### config.mk
export PLATFORM = sky130hd
export DESIGN_NAME = alu_seq
export DESIGN_NICKNAME = d
export VERILOG_FILES = /design/src/rtl/alu_pkg.sv /design/src/rtl/alu_mul_seq.sv /design/src/rtl/alu_seq.sv
export SDC_FILE = /design/constraint.sdc
export NUM_CORES = 1
export LEC_CHECK = 0
export CAP_MARGIN = 0
export CORE_MARGIN = 2
export CORE_UTILIZATION = 40
export DETAILED_ROUTE_END_ITERATION = 8
export PLACE_DENSITY = 0.6
export SYNTH_ARGS = -nofsm -noshare
export SYNTH_HDL_FRONTEND = slang
export SYNTH_HIERARCHICAL = 1
export SYNTH_SLANG_ARGS = --single-unit
export TNS_END_PERCENT = 1
### constraint.sdc
create_clock -name clk -period 4.07 [get_ports clk]
set_input_delay 0.407 -clock clk [delete_from_list [all_inputs] [get_ports clk]]
set_output_delay 0.407 -clock clk [all_outputs]
set_load 0.1 [all_outputs]
### src/rtl/alu_pkg.sv
// Shared encodings for the sequential ALU: op codes, FSM states and status bit positions.
package alu_pkg;

  typedef enum logic [2:0] {
    OP_ADD = 3'b000,
    OP_OR  = 3'b001,
    OP_SLL = 3'b010,
    OP_EQ  = 3'b011,
    OP_SUB = 3'b100,
    OP_AND = 3'b101,
    OP_SRA = 3'b110,
    OP_MUL = 3'b111
  } op_e;

  typedef enum logic [1:0] {
    S_IDLE = 2'b00,
    S_MUL  = 2'b01,
    S_DONE = 2'b10
  } state_e;

  localparam int ST_V = 3;
  localparam int ST_Z = 2;
  localparam int ST_N = 1;
  localparam int ST_C = 0;

  function automatic logic [3:0] mk_status(input logic v, input logic z,
                                           input logic n, input logic c);
    logic [3:0] s;
    s       = '0;
    s[ST_V] = v;
    s[ST_Z] = z;
    s[ST_N] = n;
    s[ST_C] = c;
    return s;
  endfunction

endpackage

### src/rtl/alu_mul_seq.sv
// Shift-add multiplier: one partial product per cycle, WIDTH cycles after start.
module alu_mul_seq #(
  parameter int WIDTH = 32
) (
  input  logic             clk,
  input  logic             rst_n,
  input  logic             start,
  input  logic [WIDTH-1:0] a,
  input  logic [WIDTH-1:0] b,
  output logic             done,
  output logic [WIDTH-1:0] prod
);

  localparam int CW = $clog2(WIDTH);

  logic [WIDTH-1:0] mcand, mplier, acc;
  logic [CW-1:0]    cnt;
  logic             run;

  // Final partial product folds in combinationally so done and prod line up.
  assign prod = acc + (mplier[0] ? mcand : '0);
  assign done = run && (cnt == '0);

  always_ff @(posedge clk or negedge rst_n) begin
    if (!rst_n) begin
      mcand  <= '0;
      mplier <= '0;
      acc    <= '0;
      cnt    <= '0;
      run    <= 1'b0;
    end else if (start) begin
      mcand  <= a;
      mplier <= b;
      acc    <= '0;
      cnt    <= CW'(WIDTH - 1);
      run    <= 1'b1;
    end else if (run) begin
      acc    <= prod;
      mcand  <= mcand << 1;
      mplier <= mplier >> 1;
      cnt    <= cnt - 1'b1;
      if (cnt == '0) run <= 1'b0;
    end
  end

endmodule

### src/rtl/alu_seq.sv
// Handshaked ALU: single-cycle ops complete in one cycle, MUL runs on the iterative multiplier.
module alu_seq
  import alu_pkg::*;
#(
  parameter  int WIDTH = 32,
  localparam int SHW   = $clog2(WIDTH)
) (
  input  logic             clk,
  input  logic             rst_n,
  input  logic             in_valid,
  output logic             in_ready,
  input  logic [2:0]       op,
  input  logic [WIDTH-1:0] din1,
  input  logic [WIDTH-1:0] din2,
  output logic             out_valid,
  input  logic             out_ready,
  output logic [WIDTH-1:0] dout,
  output logic [3:0]       status,
  output logic             busy
);

  localparam int M = WIDTH - 1;

  state_e           state, state_nxt;
  op_e              op_i;
  logic             accept, mul_start, mul_done;
  logic [WIDTH-1:0] mul_prod, res;
  logic [WIDTH:0]   sum, dif;
  logic             cy, ov;

  assign op_i      = op_e'(op);
  assign in_ready  = (state == S_IDLE) || ((state == S_DONE) && out_ready);
  assign accept    = in_valid && in_ready;
  assign mul_start = accept && (op_i == OP_MUL);
  assign out_valid = (state == S_DONE);
  assign busy      = (state == S_MUL);

  alu_mul_seq #(.WIDTH(WIDTH)) u_mul (
    .clk   (clk),
    .rst_n (rst_n),
    .start (mul_start),
    .a     (din1),
    .b     (din2),
    .done  (mul_done),
    .prod  (mul_prod)
  );

  // Subtract as din1 + ~din2 + 1 so the carry-out is directly NOT borrow.
  always_comb begin
    sum = {1'b0, din1} + {1'b0, din2};
    dif = {1'b0, din1} + {1'b0, ~din2} + {{WIDTH{1'b0}}, 1'b1};
    res = '0;
    cy  = 1'b0;
    ov  = 1'b0;
    case (op_i)
      OP_ADD: begin
        res = sum[M:0];
        cy  = sum[WIDTH];
        ov  = (din1[M] == din2[M]) && (res[M] != din1[M]);
      end
      OP_OR:  res = din1 | din2;
      OP_SLL: res = din1 << din2[SHW-1:0];
      OP_EQ:  res = {{(WIDTH-1){1'b0}}, (din1 == din2)};
      OP_SUB: begin
        res = dif[M:0];
        cy  = dif[WIDTH];
        ov  = (din1[M] != din2[M]) && (res[M] != din1[M]);
      end
      OP_AND: res = din1 & din2;
      OP_SRA: res = WIDTH'($signed(din1) >>> din2[SHW-1:0]);
      default: res = '0;
    endcase
  end

  always_comb begin
    state_nxt = state;
    case (state)
      S_IDLE: if (accept) state_nxt = (op_i == OP_MUL) ? S_MUL : S_DONE;
      S_MUL:  if (mul_done) state_nxt = S_DONE;
      S_DONE: begin
        if (accept)         state_nxt = (op_i == OP_MUL) ? S_MUL : S_DONE;
        else if (out_ready) state_nxt = S_IDLE;
      end
      default: state_nxt = S_IDLE;
    endcase
  end

  always_ff @(posedge clk or negedge rst_n) begin
    if (!rst_n) state <= S_IDLE;
    else        state <= state_nxt;
  end

  // Output registers only move on a new result, which keeps them stable under back-pressure.
  always_ff @(posedge clk or negedge rst_n) begin
    if (!rst_n) begin
      dout   <= '0;
      status <= '0;
    end else if (accept && (op_i != OP_MUL)) begin
      dout   <= res;
      status <= mk_status(ov, (res == '0), res[M], cy);
    end else if ((state == S_MUL) && mul_done) begin
      dout   <= mul_prod;
      status <= mk_status(1'b0, (mul_prod == '0), mul_prod[M], 1'b0);
    end
  end

endmodule

# Yosys cells after proc, flatten, opt, wreduce, memory -nomap -nowiden
# Cells that the tools add are included.
[totals] register_bits=140 wordCells=78 in_bits=71
[classes] reduce_logical=17 n_shift=2 add_sub_neg=5 n_eq_ne=18 bitwise_logic=3 mux=25
[ops] op="$mux W32" n=9
[ops] op="$pmux W32 S7" n=1
[ops] op="$add A32 B32 Y33" n=2
[ops] op="$logic_not A32 Y1" n=2
[ops] op="$add A33 B1 Y33 const B" n=1
[ops] op="$add A32 B32 Y32" n=1
[ops] op="$and A32 B32 Y32" n=1
[ops] op="$eq A32 B32 Y1" n=1
[ops] op="$not A32 Y32" n=1
[ops] op="$or A32 B32 Y32" n=1
[ops] op="$shl A32 B5 Y32" n=1
[ops] op="$sshr A32 B5 Y32" n=1
[ops] op="$eq A3 B3 Y1 const B" n=4
[ops] op="$mux W2" n=5
[ops] op="$mux W5" n=2
[ops] op="$logic_and A1 B1 Y1" n=8
[ops] op="$mux W4" n=2
[ops] op="$eq A3 B2 Y1 const B" n=2
[ops] op="$pmux W2 S3" n=1
[ops] op="$logic_not A5 Y1" n=1
[ops] op="$sub A5 B1 Y5 const B" n=1
[ops] op="$pmux W1 S2" n=2
[ops] op="$reduce_bool A2 Y1" n=2
[ops] op="$eq A3 B1 Y1 const B" n=1
[ops] op="13 further kinds" n=17

# Depth between registers and ports, before layout
[logic_depth] depth_word=7 depth_mapped=17 mapped_depth_nobuf=16

# Hierarchy
# The synthesis kept the hierarchy.
[by_module_without_submodules] mod="alu_seq" seq_area_each_um2=925.9 area_per_inst_um2=10805.4 cells_each=1519 n_inst=1
[by_module_without_submodules] mod="alu_mul_seq" seq_area_each_um2=2552.4 area_per_inst_um2=6541.3 cells_each=707 n_inst=1

# Worst setup path after synthesis
# Ideal clock, no wire load.
[synth_timing] kind="input to register" start="input din2[2]" end="register status[2]" t_required_ps=3960 setup_time_ps=110 path_buffers=4 t_arrival_ps=4800 path_slack_ps=-841 stages=17 cell_sequence="clkbuf_1 inv_1 clkbuf_1 buf_1 buf_1 ha_1 nand2b_4 a2111o_1 a2111oi_4 o31ai_2 o21bai_2 a31oi_1 o311a_1 o311a_1 nor4_1 nand4_1 o41ai_1"
[synth_between] elab_chain_cells=6 word_cells_on_any_way=12
[synth_lines] element="from (decl)" line="alu_seq.sv:14" rtl="input logic [WIDTH-1:0] din2,"
[synth_lines] element="$not A32 Y32" line="alu_seq.sv:51" rtl="dif = {1'b0, din1} + {1'b0, ~din2} + {{WIDTH{1'b0}}, 1'b1};"
[synth_lines] element="$add A32 B32 Y33" line="alu_seq.sv:51"
[synth_lines] element="$add A33 B1 Y33" line="alu_seq.sv:51"
[synth_lines] element="$pmux W32 S7 (*)" line="alu_seq.sv:55" rtl="case (op_i)"
[synth_lines] element="$logic_not A32 Y1 (*)" line="alu_seq.sv:100" rtl="status <= mk_status(ov, (res == '0), res[M], cy);"
[synth_lines] element="$mux W4 (*)" line="alu_seq.sv:98" rtl="end else if (accept && (op_i != OP_MUL)) begin"
[synth_lines] element="to (signal assigned)" line="alu_seq.sv:100"
[synth_lines] element="to (signal assigned)" line="alu_seq.sv:103" rtl="status <= mk_status(1'b0, (mul_prod == '0), mul_prod[M], 1'b0);"
[synth_lines] element="to (decl)" line="alu_seq.sv:18" rtl="output logic [3:0] status,"
# Mark *: on every way between the ends. The rest lies on a longest branch, timed or not.
# A chain may end at the register's enable or synchronous reset.

# Final worst setup path
[layout_timing] start="register u_mul.mplier[0]" end="register status[2]"
[layout_between] elab_chain_cells=5
[layout_lines] element="from (decl)" line="alu_mul_seq.sv:16" rtl="logic [WIDTH-1:0] mcand, mplier, acc;"
[layout_lines] element="from (signal assigned)" line="alu_mul_seq.sv:40" rtl="mplier <= mplier >> 1;"
[layout_lines] element="$mux W32" line="alu_mul_seq.sv:21" rtl="assign prod = acc + (mplier[0] ? mcand : '0);"
[layout_lines] element="$add A32 B32 Y32" line="alu_mul_seq.sv:21"
[layout_lines] element="named net mul_prod[31]" line="alu_seq.sv:27" rtl="logic [WIDTH-1:0] mul_prod, res;"
[layout_lines] element="$logic_not A32 Y1" line="alu_seq.sv:103"
[layout_lines] element="$mux W4" line="alu_seq.sv:101" rtl="end else if ((state == S_MUL) && mul_done) begin"
[layout_lines] element="$mux W4" line="alu_seq.sv:98"
# The timed path passes the listed nets, and every way through them passes these cells. The select of a mux whose other input is x is not followed.

==> results.md <==
* Status: complete, no violations
* Synth unique cells at 94
* Number of flops mapped to enable cells by yosys at 0
* Pin count of the biggest net entering global routing at 95
* Non-Filler Instances at 3294
* Finished Core Util at 0.542
* Critical Path Fanout Max at 28
* Antenna Violating Nets Remaining at 0
* Max Slew Vio Count at 0
* Vias/cell at 6.06
* Delay of the slowest critical-path stage at 470 ps
* Period utilization at 0.979
* Tmin final at 3980 ps
* Worst-Margin Slew at 1070 ps
* Class of the most critical setup path: register to register
* Most frequent cells in the layout: buf_4, nand2_1, nor2_1
* Die Y-Extent at 212 um
* Clock sink count at 139
* # rows at 76
* Initial Util at 0.404
* CORE AREA at 43000 um2
* Unrepaired setup endpoints after global routing: false
* Sw Ratio at 0.495
* WP data required at 4460 ps
* Placed Cells incl. Taps at 3252
* Sequential-to-total area share from yosys stat at 0.201
* Clock latency at the later pin of the worst-skew pair at 510 ps
* Cts bufs inserted at 17
* Fmax at 251 MHz
* Commonest non-fill, non-tap cell in the layout: buf_4
* Slowest CP cell: ha_1
* Total power draw at 11000 uW
* #FFs+latches synth at 139
* Top delay family on crit path: simple AND/OR/NAND/NOR gates
* Die ar. at 45000 um2
* Logic pwr share at 0.618
* Drt total wl at 85900 um
* CTS Buffer Depth at 2
* DRT iter0 DRCs at 2069
* Worst slack, placed at -662 ps
* Final hold vios at 0
* Area grow syn2layout at 34.4%
* DR vias at 19.9k
* Drt drc at 0
* Max Clock Skew at 29.9 ps
* Largest area contributor in the netlist: dfrtp_1
* Initial antenna violation count at 3
* Clock root buffer: clkbuf_16
* WP buf/inv at 1
* Final worst setup slack at 86.6 ps
* Synth async-reset ratio at 1.00
* CTS tree: done
* Clock share of power at 0.163
* Final setup vio count at 0
* Synth top area cells: dfrtp_1, ha_1, mux2i_1
* Post-Syn Area at 17300 um2
* HP Class: input port to async pin
* 1st-pass router iterations at 5
* Layout cells sized above 1 at 0.238
* Synth warnings at 6
* # IOs at 110
* Syn Nets at 2437
* Die Wd at 212 um
* Hpwl dp at 69700 um
* Wirelength per Cell at 26.1 um
* Cell Int Power at 5580 uW
* Psw at 5470 uW
* Max VDD drop at 0.000388 V
* Post-synth top flop: dfrtp_1
* Layout fillers at 4206
* Count of input and output buffers at 109
* Post-synth top area share at 0.201
* H-tree levels at 4
* First-pass GRT wire length at 125000 um
* Max_cap viols at 0
* Pwr dens at 474 nW/um2
* Worst setup EP type: register
* Mapped Avg Cell Area at 7.79 um2
* Cells along the critical path: buf_8 -> and2_1 -> ha_1 -> nand2_1 -> nor3_1 -> o21ai_4 -> a211o_1 -> and3_1 -> xnor2_2 -> xnor2_2 -> nor4_1 -> nand4_1 -> o31ai_2 -> nand2_1 -> o41ai_1
* Flop pwr share at 0.219
* GRT overflow at 0
* Post-Syn Instances at 2226
* Nets@finish at 2905
* Slew headroom at 0.284
* Clock-pin slew on the worst setup and hold paths at 70 ps
* Total GRT Usage at 0.381
* Arr. time, crit path at 4370 ps
* Placer's final routability congestion estimate at 1.04
* CP Launch Type: register
* Vias in the first global route at 18.9k
* Pleak at 0.0110 uW
cell type report:
cell class | instances | area [um2] | area share
clock inverters | 15 | 211 | 0.00907
flip-flops and latches | 139 | 3480 | 0.149
clock buffers | 17 | 425 | 0.0182
repair buffers | 604 | 4980 | 0.214
well taps | 585 | 732 | 0.0314
diodes | 2 | 5.00 | 0.000215
multi-input cells | 1831 | 13100 | 0.562
inverters | 101 | 379 | 0.0163
layer usage:
| metal | GRT usage | part of all wire | vias to the layer above |
|---|---|---|---|
| li1 | - | - | 9159 |
| met1 | 0.513 | 0.44 | 9651 |
| met2 | 0.592 | 0.44 | 936 |
| met3 | 0.0653 | 0.073 | 200 |
| met4 | 0.186 | 0.052 | 2 |
| met5 | 0 | 0.00019 | - |
worst paths after layout:
path                                        startpoint                     endpoint  slack [ps]  depth (start not counted)
min in group clk                               din2[0]  u_mul/mplier[0]$_DFFE_PN0P_         310                          4
setup reg to reg           u_mul/mplier[0]$_DFFE_PN0P_        status[2]$_DFFE_PN0P_          90                         15
setup / recovery           u_mul/mplier[0]$_DFFE_PN0P_        status[2]$_DFFE_PN0P_          90                         15
hold reg to reg                  status[3]$_DFFE_PN0P_        status[3]$_DFFE_PN0P_         500                          2
max in group asynchronous                        rst_n  u_mul/mplier[0]$_DFFE_PN0P_        3120                          2
hold / removal                                   rst_n     u_mul/cnt[3]$_DFFE_PN0P_          20                          1
logic make-up after synthesis:
family / count (synthesis) / synth area share
AND/OR/NAND/NOR: 753 / 0.205
AO/OA/AOI/OAI: 665 / 0.258
buffers and inverters: 256 / 0.0569
multiplexers: 217 / 0.149
adder cells (fa/ha/maj): 140 / 0.102
flip-flops: 139 / 0.201
XOR/XNOR: 56 / 0.0283
registers in the layout, summed over array words and instances (netlist names):
signal        cells
dout             31
u_mul/mplier     32
u_mul/cnt         5
state             2
u_mul/mcand      32
u_mul/acc        32
status            4
u_mul/run         1
through the flow:
step           cell area (um2)  hold WS (ps)  TNS, ps
2_1_floorplan            17400           111        0
3_3_place_gp             22400           487    -1570
3_5_place_dp             22400           484    -1800
4_1_cts                  23100          58.0        0
5_1_grt                  23300           100        0
6_report                 23300          24.7        0
cells in the mapped netlist, types with 18 or more instances:
master,instances
clkbuf_1,109
mux4_2,30
buf_1,29
inv_1,92
o22ai_1,22
nor2b_1,25
nor3_1,46
nor4_1,28
and2_1,43
a31oi_1,29
o31ai_1,18
a21o_1,32
dfrtp_1,139
nand2_1,275
nor2_1,179
mux2i_1,159
o211ai_1,30
ha_1,137
nand3_1,38
a211oi_1,33
o21ai_0,166
nand4_1,30
a21oi_1,127
a22oi_1,25
xnor2_1,39
repair_timing:
action,4_1_cts,5_1_grt
setup endpoints to repair,1,1
pin swaps,6,10
buffers inserted,1,7
gates resized for setup,16,25
hold buffers,0,0
power groups by stage:
stage	Clock, uW	Combinational (uW)	Sequential, uW
5_1_grt	1880	7240	2480
3_3_place_gp	0	6520	2400
4_1_cts	1830	6670	2400
6_report	1800	6830	2420
3_5_place_dp	0	6590	2420
2_1_floorplan	0	3310	2950
Note: power is estimated with default switching activity, not from simulation.
